--- config.mk ---
export PLATFORM = sky130hd
export DESIGN_NAME = gpio_in_conditioner
export DESIGN_NICKNAME = d
export VERILOG_FILES = /design/src/rtl/gpio_in_pkg.sv /design/src/rtl/gpio_in_pin_filter.sv /design/src/rtl/gpio_in_conditioner.sv
export SDC_FILE = /design/constraint.sdc
export NUM_CORES = 1
export LEC_CHECK = 0
export BUFFER_PORTS_ARGS = -buffer_cell sky130_fd_sc_hd__buf_2
export CAP_MARGIN = 25
export CORE_ASPECT_RATIO = 1.25
export CORE_MARGIN = 2
export CORE_UTILIZATION = 45
export DETAILED_ROUTE_END_ITERATION = 7
export GPL_TIMING_DRIVEN = 0
export HOLD_SLACK_MARGIN = 0.06
export PLACE_DENSITY = 0.78
export SLEW_MARGIN = 20
export SYNTH_ARGS = -nofsm -noshare
export SYNTH_HDL_FRONTEND = slang
export SYNTH_SLANG_ARGS = --single-unit
--- constraint.sdc ---
create_clock -name HCLK -period 1.9 [get_ports HCLK]
set_clock_uncertainty 0.05 [all_clocks]
set_input_delay 0.38 -clock HCLK [delete_from_list [all_inputs] [get_ports HCLK]]
set_output_delay 0.38 -clock HCLK [all_outputs]
set_load 0.01 [all_outputs]
--- src/rtl/gpio_in_pkg.sv ---
// Shared constants and per-pin state type for the GPIO input conditioner.
package gpio_in_pkg;

  localparam int unsigned FILT_W          = 4;
  localparam int unsigned SYNC_STAGES_DEF = 2;
  localparam int unsigned PRESC_W         = 16;

  typedef struct packed {
    logic [FILT_W-1:0] cnt;
    logic              level;
    logic              prev;
  } pin_state_t;

endpackage

--- src/rtl/gpio_in_pin_filter.sv ---
// One GPIO input: synchroniser, glitch filter, edge detect and sticky edge flag.
module gpio_in_pin_filter
  import gpio_in_pkg::*;
#(
  parameter int unsigned SYNC_STAGES = SYNC_STAGES_DEF
) (
  input  logic              HCLK,
  input  logic              HRESETn,
  input  logic              pad_i,
  input  logic              filt_en_i,
  input  logic [FILT_W-1:0] filt_len_i,
  input  logic              tick_i,
  input  logic              rise_ie_i,
  input  logic              fall_ie_i,
  input  logic              flag_clr_i,
  output logic              level_o,
  output logic              rise_o,
  output logic              fall_o,
  output logic              flag_o
);

  logic [SYNC_STAGES-1:0] sync_q;
  pin_state_t             st_q, st_d;
  logic                   flag_q, flag_d;
  logic                   s;
  logic                   rise, fall;

  assign s = sync_q[SYNC_STAGES-1];

  always_ff @(posedge HCLK or negedge HRESETn) begin
    if (!HRESETn) begin
      sync_q <= '0;
      st_q   <= '0;
      flag_q <= 1'b0;
    end else begin
      sync_q <= {sync_q[SYNC_STAGES-2:0], pad_i};
      st_q   <= st_d;
      flag_q <= flag_d;
    end
  end

  // Filter: a mismatch must survive cnt>=L on a tick before the level flips.
  always_comb begin
    st_d      = st_q;
    st_d.prev = st_q.level;
    if (!filt_en_i) begin
      st_d.level = s;
      st_d.cnt   = '0;
    end else if (s == st_q.level) begin
      st_d.cnt = '0;
    end else if (tick_i) begin
      if (st_q.cnt >= filt_len_i) begin
        st_d.level = ~st_q.level;
        st_d.cnt   = '0;
      end else begin
        st_d.cnt = st_q.cnt + FILT_W'(1);
      end
    end
  end

  assign rise   = st_q.level & ~st_q.prev;
  assign fall   = ~st_q.level & st_q.prev;
  assign flag_d = (flag_q & ~flag_clr_i) | (rise & rise_ie_i) | (fall & fall_ie_i);

  assign level_o = st_q.level;
  assign rise_o  = rise;
  assign fall_o  = fall;
  assign flag_o  = flag_q;

endmodule

--- src/rtl/gpio_in_conditioner.sv ---
// GPIO input conditioner top: per-pin filters, shared filter tick and combined irq.
// Optional GPIO_IN_PRESCALE_EN adds a 16-bit divider that slows the filter tick.
module gpio_in_conditioner
  import gpio_in_pkg::*;
#(
  parameter int unsigned NPINS       = 14,
  parameter int unsigned SYNC_STAGES = SYNC_STAGES_DEF
) (
  input  logic              HCLK,
  input  logic              HRESETn,
  input  logic [NPINS-1:0]  pad_in,
  input  logic [NPINS-1:0]  filt_en,
  input  logic [FILT_W-1:0] filt_len,
  input  logic [NPINS-1:0]  rise_ie,
  input  logic [NPINS-1:0]  fall_ie,
  input  logic [NPINS-1:0]  flag_clr,
  input  logic [3:0]        prescale,
  output logic [NPINS-1:0]  gpio_out,
  output logic [NPINS-1:0]  rise_o,
  output logic [NPINS-1:0]  fall_o,
  output logic [NPINS-1:0]  edge_flag,
  output logic              irq_o
);

  logic tick;
  logic irq_q;

`ifdef GPIO_IN_PRESCALE_EN
  logic [PRESC_W-1:0] div_q;
  logic [PRESC_W-1:0] div_mask;

  always_ff @(posedge HCLK or negedge HRESETn) begin
    if (!HRESETn) div_q <= '0;
    else          div_q <= div_q + PRESC_W'(1);
  end

  // Tick whenever the low 'prescale' bits of the free-running divider are zero.
  assign div_mask = PRESC_W'((32'd1 << prescale) - 32'd1);
  assign tick     = (div_q & div_mask) == '0;
`else
  logic unused_prescale;
  assign unused_prescale = ^prescale;
  assign tick            = 1'b1;
`endif

  for (genvar i = 0; i < NPINS; i++) begin : g_pin
    gpio_in_pin_filter #(
      .SYNC_STAGES (SYNC_STAGES)
    ) u_pin (
      .HCLK       (HCLK),
      .HRESETn    (HRESETn),
      .pad_i      (pad_in[i]),
      .filt_en_i  (filt_en[i]),
      .filt_len_i (filt_len),
      .tick_i     (tick),
      .rise_ie_i  (rise_ie[i]),
      .fall_ie_i  (fall_ie[i]),
      .flag_clr_i (flag_clr[i]),
      .level_o    (gpio_out[i]),
      .rise_o     (rise_o[i]),
      .fall_o     (fall_o[i]),
      .flag_o     (edge_flag[i])
    );
  end

  always_ff @(posedge HCLK or negedge HRESETn) begin
    if (!HRESETn) irq_q <= 1'b0;
    else          irq_q <= |edge_flag;
  end

  assign irq_o = irq_q;

endmodule
==> After elaboration in Yosys (flattened, before gate mapping) <==
Cells that the tools add are included.
{ "word_totals": {"output_inout_bits": 57, "ff_bits": 127, "word_cells": 366, "inputBits": 80} }
{ "op_classes": {"eq_ne": 42, "bitwise_logic": 140, "n_mux": 70, "n_lt_le_gt_ge": 14, "reduce_logical": 15, "n_addsub": 14} }
{ "ops": {"columns": ["op", "count"], "rows": [
  ["4-bit 2-to-1 mux", 28],
  ["1-bit AND", 70],
  ["5-bit 2-to-1 mux", 14],
  ["4-bit by 1-bit adder with 4-bit output (second input constant)", 14],
  ["4-bit >= comparator", 14],
  ["1-bit NOT", 42],
  ["1-bit 2-to-1 mux", 28],
  ["2-bit by 1-bit inequality test with 1-bit output (second input constant)", 14],
  ["2-bit inequality test (second input constant)", 14],
  ["1-bit OR", 28],
  ["2-bit AND reduction", 14],
  ["1-bit equality test", 14],
  ["14-bit OR reduction", 1]
]} }

==> Longest topological paths before layout <==
Gate-level depths: netlist of run 1.
{ "logic_depth": {"ltp_word": 5, "depth_mapped": 5, "depth_no_buf": 5} }

==> By module <==
A second synthesis of run 1 with hierarchy kept.
{ "unflattened": {"hier_cells": 721, "area_unflattened_um2": 7502.2} }
{ "by_module_without_submodules": {"columns": ["module", "cells_each", "instances", "seq_area_each_um2", "area_per_inst_um2"], "rows": [
  ["gpio_in_pin_filter", 51, 14, 225.2, 531.8],
  ["gpio_in_conditioner", 7, 1, 25.0, 57.6]
]} }

==> Least setup slack after synthesis of run 1 <==
No wires, ideal clock.
{ "synth_timing": {"path_type": "input to register", "startpoint": "in filt_len[1]", "endpoint": "reg g_pin[13].u_pin.st_q, in the netlist g_pin[13].u_pin.level_o", "slack_ns": 0.172, "t_arrival_ns": 1.553, "path_buffers": 0, "required_time_ns": 1.725, "setup_time_ns": 0.125, "cell_stages": 5, "cell_sequence": "inv_1 > ha_1 > o211ai_1 > o211ai_1 > mux2_4"} }
{ "synth_via": {"elab_chain_cells": 3} }
{ "synth_lines": {"columns": ["element", "line_no", "text"], "rows": [
  ["start: declaration", "gpio_in_conditioner.sv:13", "input logic [FILT_W-1:0] filt_len,"],
  ["4-bit >= comparator", "gpio_in_pin_filter.sv:52", "if (st_q.cnt >= filt_len_i) begin"],
  ["2-bit by 1-bit inequality test with 1-bit output (no source line)", null, null],
  ["2-bit AND reduction (no source line)", null, null],
  ["end signal: assignment", "gpio_in_pin_filter.sv:37", "st_q <= st_d;"],
  ["end: declaration", "gpio_in_pin_filter.sv:23", "pin_state_t st_q, st_d;"]
]} }
Every way passes these cells.
A chain may end at the register's enable or synchronous reset.

==> Final worst setup path of run 1 <==
{ "layout_timing": {"startpoint": "in filt_len[3]", "endpoint": "reg g_pin[4].u_pin.st_q, in the netlist g_pin[4].u_pin.level_o"} }
{ "layout_via": {"elab_chain_cells": 3} }
{ "layout_lines": {"columns": ["element", "line_no"], "rows": [
  ["4-bit >= comparator", "gpio_in_pin_filter.sv:52"],
  ["2-bit by 1-bit inequality test with 1-bit output (no source line)", null],
  ["2-bit AND reduction (no source line)", null],
  ["end signal: assignment", "gpio_in_pin_filter.sv:37"],
  ["end: declaration", "gpio_in_pin_filter.sv:23"]
]} }
Every way passes these cells.

==> impl_results.md, run 1 <==
- Overall track demand over capacity in global routing: 17.0%
- Cell with the most instances on the worst path: sky130_fd_sc_hd__o211ai_1
- Worst-path fanout max: 14
- Fraction of the mapped netlist area in adder cells: 13.5%
- Outcome: completed
- Final count of negative-setup-slack endpoints: 0
- Effective utilization at floorplan: 45.5%
- Most used standard cell by instance count after synthesis: sky130_fd_sc_hd__dfrtp_1
- Critical path endpoint category: flip-flop
- Count of distinct cell types in the synthesized netlist: 20
- Cell-by-cell listing of the critical path: buf_2, inv_1, ha_1, o211ai_1, o211ai_1, mux2_4
- Number of violations of the max-capacitance limit: 0
- Xor and xnor fraction of the mapped netlist area: 5.65%
- Portion of netlist area occupied by mux cells: 2.88%
- Max transition margin: 44.7%
- Synth Flop Type: sky130_fd_sc_hd__dfrtp_1
- Area enclosed by the die boundary: 15400 um2
- Maximum VDD drop: 435 uV
- Die X-Extent: 112 um
- Final Cell Area: 8120 um2
- GRT overflow: 0
- Number of buffers and inverters on the critical path: 2
- Vias in the first global route: 4522
- Synth Area per Inst: 11.4 um2
- PnR worst setup slack: 0.0971 ns
- Total wire length: 12400 um
- Synthesis-to-finish area growth: 24.8%
- Number of buffer cells added on primary ports: 132
- Largest stage delay on the critical path: 0.59 ns
- Area of the multi-input gates: 2740 um2
- Leakage power of the design: 4.08 nW
- Max Clock Freq: 555 MHz
- Top post-synthesis cells by count: sky130_fd_sc_hd__dfrtp_1 (127), sky130_fd_sc_hd__ha_1 (70), sky130_fd_sc_hd__nor2_1 (57), sky130_fd_sc_hd__buf_4 (56), sky130_fd_sc_hd__inv_1 (45)
- Ranking of synthesized cells by area: sky130_fd_sc_hd__dfrtp_1 (49%), sky130_fd_sc_hd__ha_1 (13%), sky130_fd_sc_hd__buf_4 (6.5%), sky130_fd_sc_hd__nor2b_1 (4.0%), sky130_fd_sc_hd__xor2_1 (3.8%)
- Number of register bits inferred by synthesis: 127
- CP Launch Type: primary input
- Unrepaired setup endpoints after global routing: false
- Clock slew seen by the registers of the worst setup and hold paths: 0.05 ns
- Total number of clock tree sinks: 127
- Routed via count divided by cell count: 4.88
- Later-pin clock latency in the skew report: 0.41 ns
- Time the final worst path needs with I/O delays and setup: 1.80 ns
- Core region area: 14300 um2
- Class of the worst hold path: in2reg
- Total number of nets in the final design: 886
- Deepest level of the CTS H-tree: 4
- Core Rows: 49
- Number of placed I/O pins: 137
- Post-synthesis cell area: 6510 um2
- Slowest library cell on the worst path: sky130_fd_sc_hd__inv_1
- Post-DP HPWL: 8750 um
- Synthesized-area fraction occupied by and/or/nand/nor cells: 12.3%
- Final cycle utilization of the critical path: 94.9%
- Number of standard cells in the layout, taps in and fillers out: 925
- Seq/Total Area, Yosys: 48.8%
- Worst endpoint data arrival time: 2.04 ns
- Violation count after the first detailed-route iteration: 178
- Worst hold slack across all endpoints: 0.0904 ns
- Synthesized net count: 719
- Combinational family with the most area after synthesis: adder cells
- Number of warnings printed during yosys synthesis: 0
- Detailed-route wire length per cell: 13.4 um
- Mapped Cells: 569
- Global-route wire length before repair: 20900 um
- Combined flip-flop and latch cell area: 3180 um2
- Instance count after placement with tap cells included: 880
- Share of post-route cells with drive strength above 1: 32.3%
- Number of vias in the routed layout: 4516
- Largest net degree at the start of global routing: 73
- Slew Limit Fails: 0
- Global placer's final weighted congestion: 0.755
- Number of search-and-repair iterations in the first detailed-routing pass: 4
- Worst path required time: 2.14 ns
- Drc violations: 0
- CTS buffer count: 17
- Area fraction in compound gates after synthesis: 7.81%
- Final-layout setup total negative slack: 0 ns
- Antenna diode count: 0
- Power per cell area: 907 nW/um2
- DRT antenna net count: 0
- CTS max path bufs: 2
- Crit path max-delay family: buffers and inverters
- Worst-Margin Slew: 0.828 ns
- TritonCTS clock tree: yes
- Cell area after placement: 7430 um2
- Die Ht: 138 um
- Final Hold Fails: 0
- CP Class: in2reg
- Proportion of netlist area held by the largest area contributor: 48.8%
- Share of flip-flops with an asynchronous set or reset: 100%
- Clock root buffer master: sky130_fd_sc_hd__clkbuf_16
- Placement Setup Slack: -0.364 ns
- Layout filler cell count: 1193
- Largest area contributor in the synthesized netlist: sky130_fd_sc_hd__dfrtp_1
- Antenna violations before repair: 0
- Count of flip-flops with a built-in enable after synthesis: 0
layout make-up:
class	instances	area share, %
clock buffer	23	5.89
tap	178	2.74
timing repair buffer	148	10.4
inverter	45	2.13
sequential	127	39.1
buffer	56	5.18
multi-input combinational	341	33.7
clock inverter	7	0.770
path summary, 6_finish.rpt:
path                                           startpoint                   endpoint  slack (ns)  cells past startpoint
worst max-delay path                          filt_len[3]     g_pin[4].u_pin.level_o         0.1                      6
worst min-delay path                          flag_clr[9]      g_pin[9].u_pin.flag_o        0.09                      2
worst max register to register     g_pin[8].u_pin.st_q[2]     g_pin[8].u_pin.level_o        0.29                      5
worst min register to register  g_pin[11].u_pin.sync_q[0]  g_pin[11].u_pin.sync_q[1]        0.29                      0
max in group asynchronous                         HRESETn     g_pin[7].u_pin.st_q[5]        0.69                      3
min in group asynchronous                         HRESETn    g_pin[12].u_pin.level_o        0.43                      2
placed cells by master (no fill, tap or decap), drive strengths merged, types with 14 or more instances in the layout:
cell and n:
o211ai 28, o2111ai 14, nor2b 42, dfrtp 127, dlygate4sd3 15, mux2 14
xnor2 14, ha 70, a22oi 14, nand3 14, nor2 57, xor2 28
clkbuf 23, nand2 14, inv 44, o21ai 14, buf 189, nor3b 14
through the flow:
stage / total power [mW] / util (%)
after floorplan: 3.96 / -
final: 7.37 / 56.9
after global routing: 7.77 / 56.9
after detailed placement: 4.45 / 52.0
after CTS: 7.47 / 56.8
after global placement: 4.39 / 51.7
registers in the layout, summed over array words and instances (netlist names):
name / cells
g_pin.u_pin.flag_o: 14
g_pin.u_pin.level_o: 14
g_pin.u_pin.st_q: 70
irq_o: 1
g_pin.u_pin.sync_q: 28
report_power, final:
group	switching (mW)	total (mW)	leakage [nW]	internal (mW)
Sequential	0.204	3.13	1.60	2.93
Combinational	0.593	1.28	2.21	0.686
Clock	1.09	2.96	0.268	1.87
Total	1.88	7.37	4.08	5.48
cell families after synthesis:
group | after synthesis
fa+ha+maj | 70
xor+xnor | 42
buf+inv | 101
simple gates | 145
compound gates | 70
mux | 14
flops | 127
repair_timing:
action                                  in CTS  in global routing
hold endpoints to repair                    69                  0
hold buffers                                15                  0
endpoints found under the setup margin       0                  1
resized for setup                            0                  1
setup buffers                                0                  0
per-layer routing:
metal	up-vias	part of all wire [%]	track usage [%]
met5	-	0	0
met4	0	2.3	7.67
met3	20	3.2	3.81
met2	85	54	30.5
met1	2183	41	19.3
li1	2228	-	-
(Power assumes the default switching activity.)
==> inputs of run 2 (changes only) <==
- ABC_AREA: not set -> 1
- PLACE_DENSITY: 0.78 -> 0.77
==> run 2 against run 1 <==
Net effect:
- maximum frequency up 1.6%
- clock power about the same
- non-clock buffer count unchanged
- register-to-register slack better by 0.09 ns
- critical endpoint is now g_pin[4].u_pin.st_q[5]
- hold slack better by 0.0061 ns
- wire length up 13%
- via count up 21%
- die area up 8.7%
- global-route usage up 1.6 points
- cell count up 29%
- total power up 1.5%
- area after synthesis up 9.0%
==> impl_results.md, run 2 <==
- Core Rows: 51 (+4.1%)
- Worst hold stages: 2 (unchanged)
- Number of flip-flops under the largest register name: 70 (unchanged)
- Seq/Total Area, Yosys: 44.8% (-4.0 points)
- Die X-Extent: 116 um (+4.3%)
- Top post-synthesis cells by count: sky130_fd_sc_hd__nand2_1 (210), sky130_fd_sc_hd__dfrtp_1 (127), sky130_fd_sc_hd__inv_1 (121), sky130_fd_sc_hd__nor2_1 (76), sky130_fd_sc_hd__ha_1 (70)
- Synth Flop Type: sky130_fd_sc_hd__dfrtp_1
- Post-layout util: 56.4% (-0.48 points)
- Slowest library cell on the worst path: sky130_fd_sc_hd__inv_1
- Cell-by-cell listing of the critical path: buf_2, inv_1, ha_1, a21oi_1, nand2_1, nor3b_2
- Max transition margin: 48.1% (+3.4 points)
- Worst-Margin Slew: 0.778 ns (-0.0502 ns)
- Effective utilization at floorplan: 45.8% (+0.21 points)
- Final cycle utilization of the critical path: 93.4% (-1.5 points)
- Outcome: completed
- Worst path required time: 2.18 ns (+0.04 ns)
- Number of violations of the max-capacitance limit: 0 (unchanged)
- Later-pin clock latency in the skew report: 0.42 ns (about the same)
- Number of buffer cells added on primary ports: 132 (unchanged)
- Global placer's final weighted congestion: 0.803 (+6.3%)
- Power dissipated by switching net loads: 2.05 mW (+8.9%)
- Final count of negative-setup-slack endpoints: 0 (unchanged)
- Worst endpoint data arrival time: 2.06 ns (+0.02 ns)
- Routed via count divided by cell count: 4.56 (-6.6%)
- Number of warnings printed during yosys synthesis: 0 (unchanged)
- Post-synthesis cell area: 7090 um2 (+9.0%)
- Final Hold Fails: 0 (unchanged)
- Switching Fraction: 27.4% (+1.9 points)
- Synth Area per Inst: 8.81 um2 (-23%)
- Maximum VDD drop: 514 uV (+18%)
- Leakage power of the design: 5.02 nW (+23%)
- Number of placed I/O pins: 137 (unchanged)
- Class of the worst hold path: in2reg
- Ranking of synthesized cells by area: sky130_fd_sc_hd__dfrtp_1 (45%), sky130_fd_sc_hd__ha_1 (12%), sky130_fd_sc_hd__nand2_1 (11%), sky130_fd_sc_hd__inv_1 (6.4%), sky130_fd_sc_hd__buf_4 (5.9%)
- Core region area: 15500 um2 (+8.5%)
- Clock root buffer master: sky130_fd_sc_hd__clkbuf_16
- CP Class: in2reg
- PnR worst setup slack: 0.125 ns (+0.0280 ns)
- Number of vias in the routed layout: 5446 (+21%)
- Placement Setup Slack: -0.307 ns (+0.0579 ns)
- Slew Limit Fails: 0 (unchanged)
- Worst-path fanout max: 14 (unchanged)
- Post-DP HPWL: 10200 um (+16%)
- Largest regs: g_pin.u_pin.st_q x70, g_pin.u_pin.sync_q x28
- Part of the total power dissipated in combinational logic: 19.0% (+1.6 points)
- Proportion of netlist area held by the largest area contributor: 44.8% (-4.0 points)
- Post-CTS Setup Repair Bufs: 0 (unchanged)
- Overall track demand over capacity in global routing: 18.6% (+1.6 points)
- Share of post-route cells with drive strength above 1: 25.7% (-6.6 points)
- TritonCTS clock tree: yes
- Violation count after the first detailed-route iteration: 107 (-40%)
- Mapped Cells: 805 (+41%)
- GRT overflow: 0 (unchanged)
- Sequential power share: 41.6% (-0.9 points)
- Number of register bits inferred by synthesis: 127 (unchanged)
- Die Ht: 144 um (+4.3%)
- Synthesized net count: 955 (+33%)
- Time the final worst path needs with I/O delays and setup: 1.77 ns (-0.0280 ns)
- Synthesis-to-finish area growth: 23.2%
- Drc violations: 0 (unchanged)
- DRT antenna net count: 0 (unchanged)
- Vias in the first global route: 5417 (+20%)
- Largest area contributor in the synthesized netlist: sky130_fd_sc_hd__dfrtp_1
- Layout filler cell count: 1390 (+17%)
- Register with the most flip-flops: g_pin.u_pin.st_q
- Largest net degree at the start of global routing: 67 (-8.2%)
- Share of flip-flops with an asynchronous set or reset: 100% (unchanged)
- Leading cell type in the layout, fill and taps excluded: sky130_fd_sc_hd__nand2_1
- CP Launch Type: primary input
- Clock network power share: 39.4% (-0.8 points)
- Total wire length: 14000 um (+13%)
- Largest stage delay on the critical path: 0.56 ns (-0.03 ns)
- Number of search-and-repair iterations in the first detailed-routing pass: 4 (unchanged)
- Count of distinct cell types in the synthesized netlist: 21 (+5.0%)
- CTS buffer count: 17 (unchanged)
- Global-route wire length before repair: 24000 um (+15%)
- Area enclosed by the die boundary: 16800 um2 (+8.7%)
- CTS max path bufs: 2 (unchanged)
- Most frequent cells in the layout: sky130_fd_sc_hd__nand2_1 (210), sky130_fd_sc_hd__buf_2 (131), sky130_fd_sc_hd__dfrtp_1 (125)
- Critical path endpoint category: flip-flop
- Detailed-route wire length per cell: 11.8 um (-12%)
- Clock slew seen by the registers of the worst setup and hold paths: 0.05 ns (about the same)
- Count of flip-flops with a built-in enable after synthesis: 0 (unchanged)
- Power per cell area: 855 nW/um2 (-5.7%)
- Total number of clock tree sinks: 127 (unchanged)
- Unrepaired setup endpoints after global routing: false
- Max Clock Freq: 563 MHz (+1.6%)
- Internal power: 5.43 mW (-1.0%)
- Deepest level of the CTS H-tree: 4 (unchanged)
- Number of cells on the worst reg-to-reg path: 8 (+3)
- Antenna diode count: 0 (unchanged)
- Antenna violations before repair: 0 (unchanged)
- Total number of nets in the final design: 1122 (+27%)
- Most used standard cell by instance count after synthesis: sky130_fd_sc_hd__nand2_1
## run 2: cell count changes in the layout (fill, tap and decap cells not counted), moves of 14 or more
cell,before,now
sky130_fd_sc_hd__a22oi_1,14,0
sky130_fd_sc_hd__inv_1,44,121
sky130_fd_sc_hd__nand2_1,14,210
sky130_fd_sc_hd__nand4_1,1,23
sky130_fd_sc_hd__nor2_1,57,75
sky130_fd_sc_hd__nor2b_1,42,0
sky130_fd_sc_hd__o2111ai_1,14,0
sky130_fd_sc_hd__o211ai_1,28,14
sky130_fd_sc_hd__o21ai_0,14,0
sky130_fd_sc_hd__xnor2_1,14,0
## run 2: cell type report
| type | count | area [um2] | share of cell area (%) |
|---|---|---|---|
| Clock buffer | 22 | 464 | 5.31 |
| Timing Repair Buffer | 148 | 848 | 9.70 |
| Multi-Input combinational cell | 501 | 3040 | 34.8 |
| Tap cell | 212 | 265 | 3.03 |
| Sequential cell | 127 | 3180 | 36.4 |
| Buffer | 56 | 420 | 4.81 |
| Inverter | 121 | 454 | 5.20 |
| Clock inverter | 7 | 65.1 | 0.744 |
## run 2: worst paths after layout
kind / startpoint / end / slack [ns]
min: flag_clr[6] / g_pin[6].u_pin.flag_o / 0.1
min in group asynchronous: HRESETn / g_pin[6].u_pin.sync_q[0] / 0.42
min reg2reg: g_pin[1].u_pin.sync_q[0] / g_pin[1].u_pin.sync_q[1] / 0.30
max reg2reg: g_pin[1].u_pin.st_q[2] / g_pin[1].u_pin.level_o / 0.38
max: filt_len[3] / g_pin[4].u_pin.st_q[5] / 0.13
max in group asynchronous: HRESETn / g_pin[1].u_pin.level_o / 0.70
## run 2: critical path: cells and delay by family
kind | cells | cell delay, ns
buffers and inverters | 2 | 0.65
AND/OR/NAND/NOR | 2 | 0.39
AO/OA/AOI/OAI | 1 | 0.26
adder cells (fa/ha/maj) | 1 | 0.37
## run 2: routing by layer
layer / GRT usage, % / routed length [um]
met2: 33.4 / 7050
met1: 20.6 / 6020
met3: 5.28 / 682
met4: 7.14 / 270
met5: 0 / 0
## run 2: power by group through the flow
stage                     combinational [mW]  sequential, mW  clock [mW]
after global routing                    1.65            3.15        3.15
after CTS                               1.44            3.12        3.04
after floorplan                        0.960            3.10           0
after detailed placement                1.41            3.16           0
after global placement                  1.37            3.15           0
final                                   1.42            3.11        2.95
## run 2: repair_timing
action                     in CTS  in global routing
hold endpoints to repair       75                  0
hold buffers                   15                  0
setup endpoints to repair       0                  3
resized for setup               0                  3
## run 2: cell families after synthesis
group / count (synthesis) / share of synthesized area, %
simple gates: 347 / 20.8
flops: 127 / 44.8
compound gates: 56 / 5.61
buf+inv: 177 / 12.3
xor+xnor: 28 / 4.09
fa+ha+maj: 70 / 12.3
## run 2: per-stage QoR
step	setup TNS, ns	instances	power [mW]	hold slack, ns	instance area (um2)
floorplan	0	805	4.06	0.0344	7090
global placement	-175.51	1149	4.52	0.281	8020
detailed placement	-15.29	1150	4.57	0.286	8060
CTS	0	1194	7.60	0.0785	8740
global route	0	1194	7.94	0.0799	8740
finish	0	1194	7.48	0.0965	8740
